### src/rtl/multdiv_pkg.sv
// Shared state encoding, widths and defaults for the mult/div issue controller.
// Latency: none, declarations only.
// Backpressure: none, declarations only.
package multdiv_pkg;

    localparam int TIMEOUT_DEF = 48;
    localparam int TAG_W_DEF   = 5;
    localparam int OPA_W       = 32;
    localparam int OPB_W       = 16;
    localparam int RES_W       = 32;

    // Controller states; IDLE must stay at zero so a cleared register is idle.
    typedef enum logic [2:0] {
        IDLE  = 3'd0,
        START = 3'd1,
        BUSY  = 3'd2,
        DONE  = 3'd3,
        DRAIN = 3'd4
    } mdc_state_e;

    // States in which the pipeline is still owed a result for the latched tag.
    function automatic logic owes_result(input mdc_state_e st);
        return (st == START) || (st == BUSY) || (st == DONE);
    endfunction

    // Bits needed to count 0 .. limit-1, never less than one.
    function automatic int cnt_width(input int limit);
        return (limit > 1) ? $clog2(limit) : 1;
    endfunction

endpackage

### src/rtl/mdc_timeout_cnt.sv
// Clearable cycle counter that saturates at LIMIT-1 and flags that value.
// Latency: tc_o is a decode of the registered count, valid the cycle after the edge.
// Backpressure: none; inc_i may be held high indefinitely, the count just stops.
module mdc_timeout_cnt
    import multdiv_pkg::*;
#(
    parameter int LIMIT = TIMEOUT_DEF
) (
    input  logic clock,
    input  logic ctrl_reset,
    input  logic clr_i,
    input  logic inc_i,
    output logic tc_o
);

    localparam int               CNT_W = cnt_width(LIMIT);
    localparam logic [CNT_W-1:0] LAST  = CNT_W'(LIMIT - 1);

    logic [CNT_W-1:0] cnt_q;
    logic [CNT_W-1:0] cnt_d;

    // Clear wins over increment; the count holds once it reaches the terminal value.
    always_comb begin
        cnt_d = cnt_q;
        if (clr_i) begin
            cnt_d = '0;
        end else if (inc_i && (cnt_q != LAST)) begin
            cnt_d = cnt_q + 1'b1;
        end
    end

    // Count register with synchronous reset.
    always_ff @(posedge clock) begin
        if (ctrl_reset) begin
            cnt_q <= '0;
        end else begin
            cnt_q <= cnt_d;
        end
    end

    assign tc_o = (cnt_q == LAST);

endmodule

### src/rtl/multdiv_ctrl.sv
// Issue/writeback controller sitting between the pipeline and an iterative mult/div unit.
// Latency: start pulse one cycle after md_inputRDY in START; result visible the cycle after md_resultRDY.
// Backpressure: iss_ready only in IDLE; a result is held in DONE until wb_ack or flush.
module multdiv_ctrl
    import multdiv_pkg::*;
#(
    parameter int TIMEOUT = TIMEOUT_DEF,
    parameter int TAG_W   = TAG_W_DEF
) (
    input  logic             clock,
    input  logic             ctrl_reset,
    // issue side
    input  logic             iss_valid,
    input  logic             iss_isDiv,
    input  logic [OPA_W-1:0] iss_opA,
    input  logic [OPB_W-1:0] iss_opB,
    input  logic [TAG_W-1:0] iss_tag,
    output logic             iss_ready,
    input  logic             flush,
    // decode-stage hazard check
    input  logic [TAG_W-1:0] rd_tagA,
    input  logic [TAG_W-1:0] rd_tagB,
    output logic             hazard_stall,
    // mult/div unit
    output logic [OPA_W-1:0] md_operandA,
    output logic [OPB_W-1:0] md_operandB,
    output logic             md_MULT,
    output logic             md_DIV,
    input  logic [RES_W-1:0] md_result,
    input  logic             md_exception,
    input  logic             md_inputRDY,
    input  logic             md_resultRDY,
    // writeback side
    output logic             wb_valid,
    output logic [TAG_W-1:0] wb_tag,
    output logic [RES_W-1:0] wb_data,
    output logic             wb_exception,
    output logic             wb_timeout,
    input  logic             wb_ack
);

    mdc_state_e       state_q;
    logic [OPA_W-1:0] opa_q;
    logic [OPB_W-1:0] opb_q;
    logic             is_div_q;
    logic [TAG_W-1:0] tag_q;
    logic [RES_W-1:0] wb_data_q;
    logic             wb_exc_q;
    logic             wb_to_q;
    logic             md_mult_q;
    logic             md_div_q;

    logic             cnt_clr;
    logic             cnt_inc;
    logic             cnt_tc;
    logic             start_go;
    logic             tag_hit;

    // The unit accepts operands this cycle unless the operation is being aborted.
    assign start_go = (state_q == START) && md_inputRDY && !flush;

    // The counter restarts on the start pulse and keeps running through DRAIN so a
    // flushed operation still gives up after TIMEOUT cycles from its start.
    assign cnt_clr = start_go;
    assign cnt_inc = ((state_q == BUSY) || (state_q == DRAIN)) && !md_resultRDY;

    mdc_timeout_cnt #(
        .LIMIT      (TIMEOUT)
    ) u_timeout_cnt (
        .clock      (clock),
        .ctrl_reset (ctrl_reset),
        .clr_i      (cnt_clr),
        .inc_i      (cnt_inc),
        .tc_o       (cnt_tc)
    );

    // Controller FSM; every registered output is updated here alongside the state.
    always_ff @(posedge clock) begin
        if (ctrl_reset) begin
            state_q   <= IDLE;
            opa_q     <= '0;
            opb_q     <= '0;
            is_div_q  <= 1'b0;
            tag_q     <= '0;
            wb_data_q <= '0;
            wb_exc_q  <= 1'b0;
            wb_to_q   <= 1'b0;
            md_mult_q <= 1'b0;
            md_div_q  <= 1'b0;
        end else begin
            // Start pulses are single-cycle by construction.
            md_mult_q <= 1'b0;
            md_div_q  <= 1'b0;
            case (state_q)
                IDLE: begin
                    if (iss_valid) begin
                        opa_q     <= iss_opA;
                        opb_q     <= iss_opB;
                        is_div_q  <= iss_isDiv;
                        tag_q     <= iss_tag;
                        wb_data_q <= '0;
                        wb_to_q   <= 1'b0;
                        // Divide-by-zero never reaches the unit; it is reported directly.
                        if (iss_isDiv && (iss_opB == '0)) begin
                            wb_exc_q <= 1'b1;
                            state_q  <= DONE;
                        end else begin
                            wb_exc_q <= 1'b0;
                            state_q  <= START;
                        end
                    end
                end
                START: begin
                    if (flush) begin
                        state_q <= IDLE;
                    end else if (md_inputRDY) begin
                        md_mult_q <= !is_div_q;
                        md_div_q  <= is_div_q;
                        state_q   <= BUSY;
                    end
                end
                BUSY: begin
                    // A returning result beats a same-cycle timeout; a flush on the
                    // finishing cycle has nothing left to drain.
                    if (md_resultRDY) begin
                        if (flush) begin
                            state_q <= IDLE;
                        end else begin
                            wb_data_q <= md_result;
                            wb_exc_q  <= md_exception;
                            wb_to_q   <= 1'b0;
                            state_q   <= DONE;
                        end
                    end else if (cnt_tc) begin
                        if (flush) begin
                            state_q <= IDLE;
                        end else begin
                            wb_data_q <= '0;
                            wb_exc_q  <= 1'b1;
                            wb_to_q   <= 1'b1;
                            state_q   <= DONE;
                        end
                    end else if (flush) begin
                        state_q <= DRAIN;
                    end
                end
                DONE: begin
                    if (flush || wb_ack) begin
                        state_q <= IDLE;
                    end
                end
                DRAIN: begin
                    // The unit is still working; wait it out and discard the answer.
                    if (md_resultRDY || cnt_tc) begin
                        state_q <= IDLE;
                    end
                end
                default: begin
                    state_q <= IDLE;
                end
            endcase
        end
    end

    // Decode-stage stall: a nonzero pending tag matched by either source operand.
    always_comb begin
        tag_hit      = (rd_tagA == tag_q) || (rd_tagB == tag_q);
        hazard_stall = owes_result(state_q) && (tag_q != '0) && tag_hit;
    end

    assign iss_ready    = (state_q == IDLE);
    assign md_operandA  = opa_q;
    assign md_operandB  = opb_q;
    assign md_MULT      = md_mult_q;
    assign md_DIV       = md_div_q;
    assign wb_valid     = (state_q == DONE);
    assign wb_tag       = tag_q;
    assign wb_data      = wb_data_q;
    assign wb_exception = wb_exc_q;
    assign wb_timeout   = wb_to_q;

endmodule

### config.mk
export PLATFORM = sky130hd
export DESIGN_NAME = multdiv_ctrl
export DESIGN_NICKNAME = d
export VERILOG_FILES = /design/src/rtl/multdiv_pkg.sv /design/src/rtl/mdc_timeout_cnt.sv /design/src/rtl/multdiv_ctrl.sv
export SDC_FILE = /design/constraint.sdc
export NUM_CORES = 1
export LEC_CHECK = 0
export ABC_AREA = 1
export CAP_MARGIN = 20
export CORE_MARGIN = 2
export CORE_UTILIZATION = 25
export DETAILED_ROUTE_END_ITERATION = 8
export GPL_TIMING_DRIVEN = 0
export PLACE_DENSITY_LB_ADDON = 0.05
export REMOVE_ABC_BUFFERS = 1
export SYNTH_ARGS = -nofsm -noshare
export SYNTH_HDL_FRONTEND = slang
export SYNTH_SLANG_ARGS = --single-unit
### constraint.sdc
create_clock -name clock -period 1.7 [get_ports clock]
set_input_delay 0.34 -clock clock [delete_from_list [all_inputs] [get_ports clock]]
set_output_delay 0.34 -clock clock [all_outputs]
set_load 0.01 [all_outputs]
[Word level (Yosys, flattened, before mapping)]
Index checks and enable logic that the tools add are counted.
Word-level totals
  bits in registers: 99
  latch bits: 0
  memory bits (writable): 0
  ROM bits: 0
  bits of input ports: 104
  logic and storage cells: 83
  memories: 0
Cells by class
  add/sub/neg operators: 1
  $mul: 0
  div/mod/pow operators: 0
  $lt $le $gt $ge: 0
  equal/unequal tests: 16
  shifts and indexed selects: 0
  multiplexer cells: 28
  bitwise logic cells: 2
  reduce and logical (&&, ||, !) cells: 25
Operators with widths (count)
  $mux 32: 5
  $pmux 32 s2: 1
  $mux 3: 8
  $logic_not 16->1: 1
  $pmux 3 s5: 1
  $ne 3x3->1 const B: 4
  $eq 5x5->1: 2
  $reduce_and 5->1: 2
  $mux 1: 9
  $logic_and 1x1->1: 7
  $add 6x1->6 const B: 1
  $eq 3x2->1 const B: 2
  $eq 6x6->1 const B: 1
  $logic_or 1x1->1: 6
  $ne 6x6->1 const B: 1
  $reduce_bool 5->1: 1
  $mux 2: 2
  $ne 2x1->1 const B: 2
  $ne 4x4->1 const B: 1
  $pmux 1 s2: 2
  $reduce_or 4->1: 1
  $eq 3x1->1 const B: 1
  $eq 3x3->1 const B: 1
  $logic_not 1->1: 3
  other kinds (6): 7

[Logic depth before layout (Yosys ltp)]
Gate-level depths: netlist of the first run.
  word-level depth: 5
  mapped depth: 11
  depth with buffers taken out: 11

[Cells and area by module]
Synthesis of the first run repeated with hierarchy kept, for this count alone.
Unflattened totals
  cell total of the unflattened synthesis: 530
  area total of the unflattened synthesis: 4046.4 um^2
Modules (own cells, without submodules)
  multdiv_ctrl: times used 1, cells an instance 481, area an instance 3709.8 um^2, sequential area each 1861.8 um^2
  mdc_timeout_cnt: times used 1, cells an instance 49, area an instance 336.6 um^2, sequential area each 120.1 um^2

[Least setup slack after synthesis of the first run]
OpenSTA, ideal clock, no wires.
  path type: flip-flop to flip-flop
  start point: register u_timeout_cnt.cnt_q[0]
  end point: register wb_data_q[1], in the netlist wb_data[1]
  setup time: 0.117 ns
  arrival: 1.392 ns
  data required time: 1.583 ns
  setup slack: 0.191 ns
  cell stages (with the launch flop): 10
  buffers on the path: 1
  cell sequence: dfxtp_1 ha_1 nand3_1 o21bai_2 nand2_1 nand2_4 inv_4 buf_2 a21oi_1 nor2_1
Between the ends
  word-level cells in the longest chain between the ends: 3
Ends and longest elaborated chain
  from (decl): RTL line mdc_timeout_cnt.sv:19  | logic [CNT_W-1:0] cnt_q;
  from (signal assigned): RTL line mdc_timeout_cnt.sv:37  | cnt_q <= cnt_d;
  $eq 6x6->1 *: RTL line mdc_timeout_cnt.sv:41  | assign tc_o = (cnt_q == LAST);
  $ne 3x3->1 (no source line)
  $reduce_and 5->1 (no source line) *
  to (signal assigned): RTL line multdiv_ctrl.sv:129  | wb_data_q <= md_result;
  to (decl): RTL line multdiv_ctrl.sv:47  | logic [RES_W-1:0] wb_data_q;
Mark *: on every way between the ends. The rest lies on a longest branch, timed or not.
A chain may end at the register's enable or synchronous reset.

[Worst setup path after layout of the first run]
  start point: register tag_q[1], in the netlist wb_tag[1]
  end point: output hazard_stall
Between the ends
  word-level cells in the longest chain between the ends: 3
Ends and longest elaborated chain
  from (decl): RTL line multdiv_ctrl.sv:46  | logic [TAG_W-1:0] tag_q;
  from (signal assigned): RTL line multdiv_ctrl.sv:100  | tag_q <= iss_tag;
  $eq 5x5->1 / $reduce_bool 5->1 (equally long branches): RTL line multdiv_ctrl.sv:167, multdiv_ctrl.sv:168
  $logic_or 1x1->1 / $logic_and 1x1->1 (equally long branches): RTL line multdiv_ctrl.sv:167, multdiv_ctrl.sv:168
  $logic_and 1x1->1 *: RTL line multdiv_ctrl.sv:168  | hazard_stall = owes_result(state_q) && (tag_q != '0) && tag_hit;
  to (decl): RTL line multdiv_ctrl.sv:23  | output logic hazard_stall,
Marks and branches as above.

==> results of run 1 <==
==> routing by layer <==
layer  GRT usage, %  wire length (um)  up-vias
met5              0                 0        -
met4           4.76               258        0
met3           6.72              1090       17
met2           26.7              6750      113
met1           20.6              6450     1964
li1               -                 -     2153
==> cell usage after synthesis, drive strengths merged <==
library cell | number | area share (%)
clkbuf | 16 | 1.5
inv | 23 | 2.2
nor3 | 3 | 0.38
nand3b | 2 | 0.38
nand2 | 91 | 8.9
a21oi | 98 | 12
o21ai | 32 | 4.0
ha | 1 | 0.31
nand3 | 68 | 8.6
nor2 | 52 | 5.1
xnor2 | 8 | 1.8
xor2 | 5 | 1.1
nand4 | 3 | 0.47
o21bai | 1 | 0.28
buf | 20 | 2.8
o311ai | 1 | 0.22
dfxtp | 99 | 50
==> metrics by stage <==
stage	hold WS, ns	TNS [ns]	setup WS [ns]
2_1_floorplan	0.398	-57.51	-0.981
6_report	0.408	0	0.0383
4_1_cts	0.383	-0.00915	-0.00915
5_1_grt	0.412	-0.0883	-0.0883
3_3_place_gp	0.413	-278.58	-3.41
3_5_place_dp	0.411	-62.58	-0.975
==> kinds of logic (layout without fill, tap and decap cells) <==
group,after synthesis,after routing,share of synthesized area (%)
adders and majority gates,1,1,0.313
xor gates and xnor gates,13,13,2.85
buffers and inverters,59,262,6.52
and+or+nand+nor,219,222,23.9
AOI/OAI and AO/OA,132,132,16.8
DFF,99,99,49.6
==> flip-flops by register name (all words and copies together), names as in the netlist <==
| register | cells |
|---|---|
| md_DIV | 1 |
| is_div_q | 1 |
| wb_exception | 1 |
| wb_data | 32 |
| md_operandB | 16 |
| md_operandA | 32 |
| md_MULT | 1 |
| wb_timeout | 1 |
| wb_tag | 5 |
| u_timeout_cnt.cnt_q | 6 |
| state_q | 3 |
==> power by group through the flow <==
stage | sequential (mW) | clock (mW) | combinational [mW]
finish | 3.14 | 2.13 | 4.19
global route | 3.21 | 2.28 | 4.58
CTS | 3.13 | 2.22 | 3.94
detailed placement | 3.16 | 0 | 3.37
global placement | 3.14 | 0 | 3.23
floorplan | 3.35 | 0 | 1.32
==> worst max-delay path, delay by kind of cell, from the launching register on <==
kind / cells / cell delay [ns]
XOR/XNOR: 1 / 0.14
AND/OR/NAND/NOR: 2 / 0.20
flip-flops: 1 / 0.36
AO/OA/AOI/OAI: 1 / 0.14
buffers and inverters: 1 / 0.14
==> area by class of cell <==
type / instances / area (um^2) / area share (%)
clock buffers: 10 / 239 / 3.47
flip-flops and latches: 99 / 2000 / 29.1
well taps: 216 / 270 / 3.93
multi-input cells: 368 / 1860 / 27.1
repair buffers: 221 / 2300 / 33.4
repair inverters: 3 / 32.5 / 0.472
clock inverters: 5 / 61.3 / 0.890
inverters: 23 / 119 / 1.73
==> worst max-delay path by stage <==
stage	startpoint	end	slack, ns	cells past startpoint
floorplan	state_q[0]$_SDFFE_PP0P_	wb_data[10]$_SDFFE_PP0P_	-0.98	8
global placement	iss_valid	wb_data[20]$_SDFFE_PP0P_	-3.41	6
detailed placement	state_q[0]$_SDFFE_PP0P_	wb_data[4]$_SDFFE_PP0P_	-0.98	9
CTS	wb_tag[1]$_SDFFE_PP0P_	hazard_stall	-0.009	5
global route	wb_tag[1]$_SDFFE_PP0P_	hazard_stall	-0.09	5
finish	wb_tag[1]$_SDFFE_PP0P_	hazard_stall	0.04	5
==> timing repair <==
item	in CTS	in global routing
pin swaps	9	5
setup endpoints to repair	103	71
gates resized for setup	34	25
setup buffers	8	10
gates cloned	5	4
==> metrics.cfg, run 1 <==
[outcome]
status = completed

[route]
viasPerCell = 4.49
wl_per_cell_um = 15.4
dr.pass1.iters = 4
vias = 4247
antenna_left = 0
drt-total-wl_um = 14500
drtIter0Drc = 172
drc = 0

[setup_path]
cp_max_fo = 4
end_kind = output port
reg2reg_to = wb_exception$_SDFFE_PP0P_
cpMaxStageDelayCell = dfxtp_4
cp_data_required_time_ns = 1.36
r2r_cells = 10
cpPeakStageDelay_ns = 0.36
rrSetupSlack_ns = 0.10
rr_startpoint = state_q[0]$_SDFFE_PP0P_
cp-start-kind = register
worstPathCellList = xor2_1 -> nor2_1 -> nand4_1 -> a21oi_1 -> buf_2
cp.arrival_ns = 1.32
criticalPathCategory = register to output port

[sta]
min_period_over_period_pct = 97.7
period_needed_ns = 1.66
finalHoldViolations = 0
setup_violations = 0
relSlewSlack_pct = 52.5
max_freq_mhz = 602
worstMarginPinSlew_ns = 0.712
rsz0062_at_grt = yes
slew_viol_final = 0
skew_ns = 0.0103

[final_layout]
diodes = 0
final_cell_mix = 186 x clkdlybuf4s50_1, 97 x a21oi_1, 89 x dfxtp_1
fin_area_um2 = 6890
area_delta_synth_final_pct = 72.5
nNetsFinal = 830
fillers = 1627
final_core_util_pct = 43.7
drive_gt1_share_pct = 11.2
stdcell_count = 945
final_common_cell = clkdlybuf4s50_1

[clock_tree]
clk_pin_slew_ns = 0.06
ctsHtreeMaxLevel = 3
cts-root-buf = clkbuf_16
numCtsBuffers = 9
clock_sinks = 99
cts_tree = built
cts_hold_buf = 0
clock_path_buffers = 2
clock_latency_ns = 0.35

[placed_design]
place.gp.congestion = 0.736
dp_hpwl_um = 8990
port_buffers = 195
dp.cells = 903
placed_cell_area_um2 = 6140

[min_path]
hold_path.class = primary input to register
min_from = iss_valid
whs_endpoint = wb_tag[0]$_SDFFE_PP0P_
worstHoldPathCells = 3

[synth]
synth.distinct_cells = 26
yosysSeqAreaShare_pct = 49.6
syn_inst = 523
yosysWarnings = 0
syn_avg_cell_area_um2 = 7.63
ys_seq_elements = 99
netlist_area_um2 = 3990

[pwr]
power_density_nw_per_um2 = 1370
p_int_mw = 6.13
finalPower_mw = 9.45
netSwitchingPower_mw = 3.32
seqPwrFrac_pct = 33.2
ir_drop_mv = 0.616
pwr-share-clk_pct = 22.5
p_sw_share_pct = 35.2
combPwrFrac_pct = 44.3
power.leakage_nw = 2.58

[global_routing]
grt_antenna_before_repair = 0
grt-ovfl-total = 0
grt_pass1_wl_um = 21500
grt_pass1_vias = 3973
globalRouteTotalUtil_pct = 16.6
grt_max_degree = 42

[floorplan]
io_pins = 196
dieHeight_um = 130
placementRows = 46
initial_core_util_pct = 25.3
fp.dieArea_um2 = 17000
core_region_area_um2 = 15800
die_w_um = 130

[run]
cap_violations = 0

(Power assumes the default switching activity.)
==> inputs of run 2 (changes only) <==
--- a/config.mk
+++ b/config.mk
@@ -11,8 +11,10 @@
 export CORE_UTILIZATION = 25
 export DETAILED_ROUTE_END_ITERATION = 8
 export GPL_TIMING_DRIVEN = 0
+export HOLD_SLACK_MARGIN = 0.12
 export PLACE_DENSITY_LB_ADDON = 0.05
 export REMOVE_ABC_BUFFERS = 1
+export SLEW_MARGIN = 20
 export SYNTH_ARGS = -nofsm -noshare
 export SYNTH_HDL_FRONTEND = slang
 export SYNTH_SLANG_ARGS = --single-unit
==> run 2 against run 1 <==
First-iteration DRC count fell by 12%. Register-to-register slack is essentially flat. Total power shrank 2.5%. Sequential power about the same. Clock skew shrank 0.0045 ns. Largest power group unchanged.
==> metrics.cfg, run 2 (synthesized netlist as in run 1, its figures left out) <==
[clock_tree]
clock_latency_ns = 0.34  ; about the same
cts_tree = built
cts_hold_buf = 0  ; unchanged
numCtsBuffers = 9  ; unchanged
ctsHtreeMaxLevel = 3  ; unchanged
clock_sinks = 99  ; unchanged
cts-root-buf = clkbuf_16
clk_pin_slew_ns = 0.07  ; about the same
clock_path_buffers = 2  ; unchanged

[floorplan]
io_pins = 196  ; unchanged
initial_core_util_pct = 25.3  ; unchanged
die_w_um = 130  ; unchanged
dieHeight_um = 130  ; unchanged
placementRows = 46  ; unchanged
fp.dieArea_um2 = 17000  ; unchanged
core_region_area_um2 = 15800  ; unchanged

[setup_path]
reg2reg_to = wb_data[30]$_SDFFE_PP0P_
cp_max_fo = 1  ; -3
end_kind = output port
rrSetupSlack_ns = 0.09  ; about the same
criticalPathCategory = primary input to output port
r2r_cells = 10  ; unchanged
cp_data_required_time_ns = 1.36  ; about the same
cp-start-kind = primary input
rr_startpoint = state_q[0]$_SDFFE_PP0P_
cp.arrival_ns = 1.34  ; +0.02 ns

[sta]
worstMarginPinSlew_ns = 0.856  ; +0.144 ns
rsz0062_at_grt = yes
setup_violations = 0  ; unchanged
skew_ns = 0.00581  ; -0.00445 ns
max_freq_mhz = 597  ; -0.85%
relSlewSlack_pct = 42.9  ; -9.5 points
min_period_over_period_pct = 98.6  ; +0.84 points
finalHoldViolations = 0  ; unchanged
slew_viol_final = 0  ; unchanged
period_needed_ns = 1.68  ; +0.0143 ns

[global_routing]
grt_pass1_wl_um = 21800  ; +1.2%
grt_antenna_before_repair = 0  ; unchanged
grt_max_degree = 64  ; +52%
grt_pass1_vias = 4093  ; +3.0%
grt-ovfl-total = 0  ; unchanged
globalRouteTotalUtil_pct = 16.7  ; +0.12 points

[final_layout]
final_cell_mix = 186 x clkdlybuf4s50_1, 95 x a21oi_1, 90 x dfxtp_1
final_common_cell = clkdlybuf4s50_1
area_delta_synth_final_pct = 69.3
diodes = 0  ; unchanged
drive_gt1_share_pct = 10.9  ; -0.35 points
fillers = 1631  ; +0.25%
final_core_util_pct = 42.9  ; -0.80 points
nNetsFinal = 825  ; -0.60%

[route]
drtIter0Drc = 152  ; -12%
drt-total-wl_um = 14500  ; -0.41%
wl_per_cell_um = 15.4  ; about the same
vias = 4222  ; -0.59%
viasPerCell = 4.49  ; -0.17%
drc = 0  ; unchanged
antenna_left = 0  ; unchanged
dr.pass1.iters = 4  ; unchanged

[min_path]
whs_endpoint = md_MULT$_SDFF_PP0_
min_from = is_div_q$_SDFFE_PP0P_
worstHoldPathCells = 1  ; -2
hold_path.class = register to register

[pwr]
power_density_nw_per_um2 = 1360  ; -0.66%
ir_drop_mv = 0.453  ; -26%
power.leakage_nw = 2.50  ; -2.9%
finalPower_mw = 9.22  ; -2.5%

[run]
cap_violations = 0  ; unchanged

[outcome]
status = completed

[placed_design]
place.gp.congestion = 0.736  ; unchanged
port_buffers = 195  ; unchanged
dp_hpwl_um = 8750  ; -2.6%

[run 2: cell count changes in the layout (fill, tap and decap cells not counted), sizes merged]
cell,before,now
buf,26,22
bufbuf,2,1
clkbuf,11,13
clkdlybuf4s15,1,0
clkinv,4,1
clkinvlp,2,4
inv,24,22
nand2,93,96
[run 2: worst max-delay path by stage]
stage                                       start                       end  slack [ns]  depth (start not counted)
after CTS                  wb_tag[1]$_SDFFE_PP0P_              hazard_stall     -0.0001                          5
after floorplan           state_q[0]$_SDFFE_PP0P_  wb_data[10]$_SDFFE_PP0P_       -0.98                          8
final                                  rd_tagA[2]              hazard_stall        0.02                          5
after global routing                   rd_tagA[2]              hazard_stall       -0.09                          5
after detailed placement  state_q[0]$_SDFFE_PP0P_   wb_data[4]$_SDFFE_PP0P_       -1.26                          9
after global placement                  iss_valid  wb_data[20]$_SDFFE_PP0P_       -3.41                          6
[run 2: report_power, final]
part,internal (mW),total (mW),switching (mW)
Combinational,1.95,4.00,2.05
Sequential,2.83,3.14,0.303
Clock,1.18,2.09,0.905
Total,5.97,9.22,3.25
[run 2: metal layers]
layer	part of all wire, %	up-vias	routed length (um)	global-route usage [%]
met3	7.3	16	1060	5.46
li1	-	2147	-	-
met5	0	-	0	0
met4	1.9	0	269	5.88
met1	44	1946	6400	20.9
met2	47	113	6760	27.1
[run 2: critical path, stage by stage]
cell and delay [ns]:
clkdlybuf4s50_1 0.47, xnor2_1 0.12, nand4_1 0.13, a21oi_2 0.14, buf_2 0.13
[run 2: final cells by class]
class | instances | area, um^2 | share of cell area, %
sequential | 99 | 2000 | 29.6
multi-input combinational | 371 | 1920 | 28.4
timing repair inverter | 1 | 7.51 | 0.111
clock inverter | 4 | 50.0 | 0.740
timing repair buffer | 215 | 2160 | 32.0
tap | 216 | 270 | 4.00
inverter | 23 | 105 | 1.55
clock buffer | 12 | 246 | 3.65
[run 2: metrics by stage]
stage | hold WS, ns | cells | area [um^2] | setup WS (ns) | setup TNS (ns)
after floorplan | 0.398 | 487 | 3820 | -0.981 | -57.51
after global placement | 0.413 | 898 | 6040 | -3.41 | -278.58
after detailed placement | 0.411 | 901 | 6120 | -1.26 | -75.04
after CTS | 0.427 | 936 | 6650 | -0.000102 | -0.000102
after global routing | 0.441 | 941 | 6760 | -0.0927 | -0.299
final | 0.423 | 941 | 6760 | 0.0241 | 0
[run 2: timing repair]
item,in CTS,in global routing
endpoints found under the hold margin,0,0
setup buffers,11,5
gates resized for setup,33,20
pin swaps,10,1
setup endpoints to repair,102,68
gates cloned,8,0
==> inputs of run 3 (changes only) <==
--- a/config.mk
+++ b/config.mk
@@ -12,6 +12,7 @@
 export DETAILED_ROUTE_END_ITERATION = 8
 export GPL_TIMING_DRIVEN = 0
 export HOLD_SLACK_MARGIN = 0.12
+export MAX_ROUTING_LAYER = met4
 export PLACE_DENSITY_LB_ADDON = 0.05
 export REMOVE_ABC_BUFFERS = 1
 export SLEW_MARGIN = 20
==> run 3 against run 2 <==
Wire length did not move. Total power barely moved. Flip-flop and latch count did not move. Design area did not move. Count of clock-buffer cells in the layout did not move. Maximum frequency did not move. Critical path type unchanged. Largest cell class unchanged.
==> metrics.cfg, run 3 (synthesized netlist as in run 1, its figures left out) <==
[final_layout]
multi_input_area_um2 = 1920  ; unchanged
final_common_cell = clkdlybuf4s50_1
seqCellArea_um2 = 2000  ; unchanged
area_delta_synth_final_pct = 69.3  ; unchanged
stdcell_count = 941  ; unchanged
final_cell_mix = 186 x clkdlybuf4s50_1, 95 x a21oi_1, 90 x dfxtp_1
final_core_util_pct = 42.9  ; unchanged
fillers = 1631  ; unchanged
fin_area_um2 = 6760  ; unchanged
diodes = 0  ; unchanged
drive_gt1_share_pct = 10.9  ; unchanged
nNetsFinal = 825  ; unchanged

[outcome]
status = completed

[pwr]
finalPower_mw = 9.22  ; about the same
power_density_nw_per_um2 = 1360  ; about the same
power.leakage_nw = 2.50  ; unchanged
ir_drop_mv = 0.453  ; about the same

[global_routing]
grt_max_degree = 64  ; unchanged
grt_antenna_before_repair = 0  ; unchanged
grt_pass1_wl_um = 21800  ; unchanged
grt-ovfl-total = 0  ; unchanged
globalRouteTotalUtil_pct = 17.2  ; +0.51 points
grt_pass1_vias = 4098  ; +0.12%

[route]
dr.pass1.iters = 4  ; unchanged
drc = 0  ; unchanged
wl_per_cell_um = 15.4  ; unchanged
antenna_left = 0  ; unchanged
vias = 4232  ; +0.24%
viasPerCell = 4.50  ; +0.24%
drt-total-wl_um = 14500  ; unchanged
drtIter0Drc = 175  ; +15%

[clock_tree]
clock_path_buffers = 2  ; unchanged
clock_latency_ns = 0.34  ; about the same
cts_tree = built
cts-root-buf = clkbuf_16
clock_sinks = 99  ; unchanged
ctsHtreeMaxLevel = 3  ; unchanged
numCtsBuffers = 9  ; unchanged
clk_pin_slew_ns = 0.07  ; about the same

[floorplan]
placementRows = 46  ; unchanged
initial_core_util_pct = 25.3  ; unchanged
die_w_um = 130  ; unchanged
fp.dieArea_um2 = 17000  ; unchanged
core_region_area_um2 = 15800  ; unchanged
dieHeight_um = 130  ; unchanged
io_pins = 196  ; unchanged

[setup_path]
end_kind = output port
cp.arrival_ns = 1.34  ; about the same
cp_max_fo = 1  ; unchanged
cp_data_required_time_ns = 1.36  ; about the same
criticalPathCategory = primary input to output port
cp-start-kind = primary input

[min_path]
hold_path.class = register to register

[sta]
relSlewSlack_pct = 43.7  ; +0.79 points
min_period_over_period_pct = 98.6  ; unchanged
rsz0062_at_grt = yes
slew_viol_final = 0  ; unchanged
finalWorstSetupSlack_ns = 0.0241  ; unchanged
finalHoldViolations = 0  ; unchanged
setup_violations = 0  ; unchanged
period_needed_ns = 1.68  ; unchanged
skew_ns = 0.00609  ; +0.000277 ns
max_freq_mhz = 597  ; unchanged
worstMarginPinSlew_ns = 0.844  ; -0.0118 ns

[placed_design]
place.gp.congestion = 0.745  ; +1.2%
port_buffers = 195  ; unchanged
pre_cts_slack_ns = -1.26  ; unchanged
placed_cell_area_um2 = 6120  ; unchanged
dp.cells = 901  ; unchanged
dp_hpwl_um = 8750  ; unchanged

[run]
cap_violations = 0  ; unchanged

## run 3: cell type report
cell class	instances	area share (%)
Multi-Input combinational cell	371	28.4
Timing Repair Buffer	215	32.0
Sequential cell	99	29.6
Timing Repair inverter	1	0.111
Clock buffer	12	3.65
Clock inverter	4	0.740
Tap cell	216	4.00
Inverter	23	1.55
## run 3: worst max-delay path: stages
cell and delay, ns:
clkdlybuf4s50_1 0.47, xnor2_1 0.12, nand4_1 0.13, a21oi_2 0.14, buf_2 0.13
## run 3: repair_timing
action	4_1_cts	5_1_grt
pin swaps	10	1
setup buffers	11	5
resized for setup	33	20
gates cloned	8	0
hold buffers	0	0
setup endpoints to repair	102	68
## run 3: worst paths after layout
check	slack, ns	startpoint	depth (start not counted)	end
max	0.02	rd_tagA[2]	5	hazard_stall
min	0.42	is_div_q$_SDFFE_PP0P_	1	md_MULT$_SDFF_PP0_
max reg2reg	0.11	state_q[0]$_SDFFE_PP0P_	10	wb_data[30]$_SDFFE_PP0P_
min reg2reg	0.42	is_div_q$_SDFFE_PP0P_	1	md_MULT$_SDFF_PP0_
## run 3: power breakdown
| part | internal [mW] | switching [mW] |
|---|---|---|
| Combinational | 1.95 | 2.05 |
| Sequential | 2.83 | 0.302 |
| Clock | 1.18 | 0.903 |
## run 3: per-layer routing
metal  global-route usage (%)  vias up  share of wire, %
met2                     27.2      110                47
li1                         -     2146                 -
met4                     5.88        0               1.6
met3                     4.28       16               5.6
met1                     21.7     1960                46
met5                        -        -                 0
## run 3: through the flow
| step | hold slack (ns) | TNS, ns |
|---|---|---|
| after global placement | 0.413 | -278.58 |
| after global routing | 0.441 | -0.304 |
| final | 0.423 | 0 |
| after detailed placement | 0.411 | -75.04 |
| after floorplan | 0.398 | -57.51 |
| after CTS | 0.427 | -0.000102 |
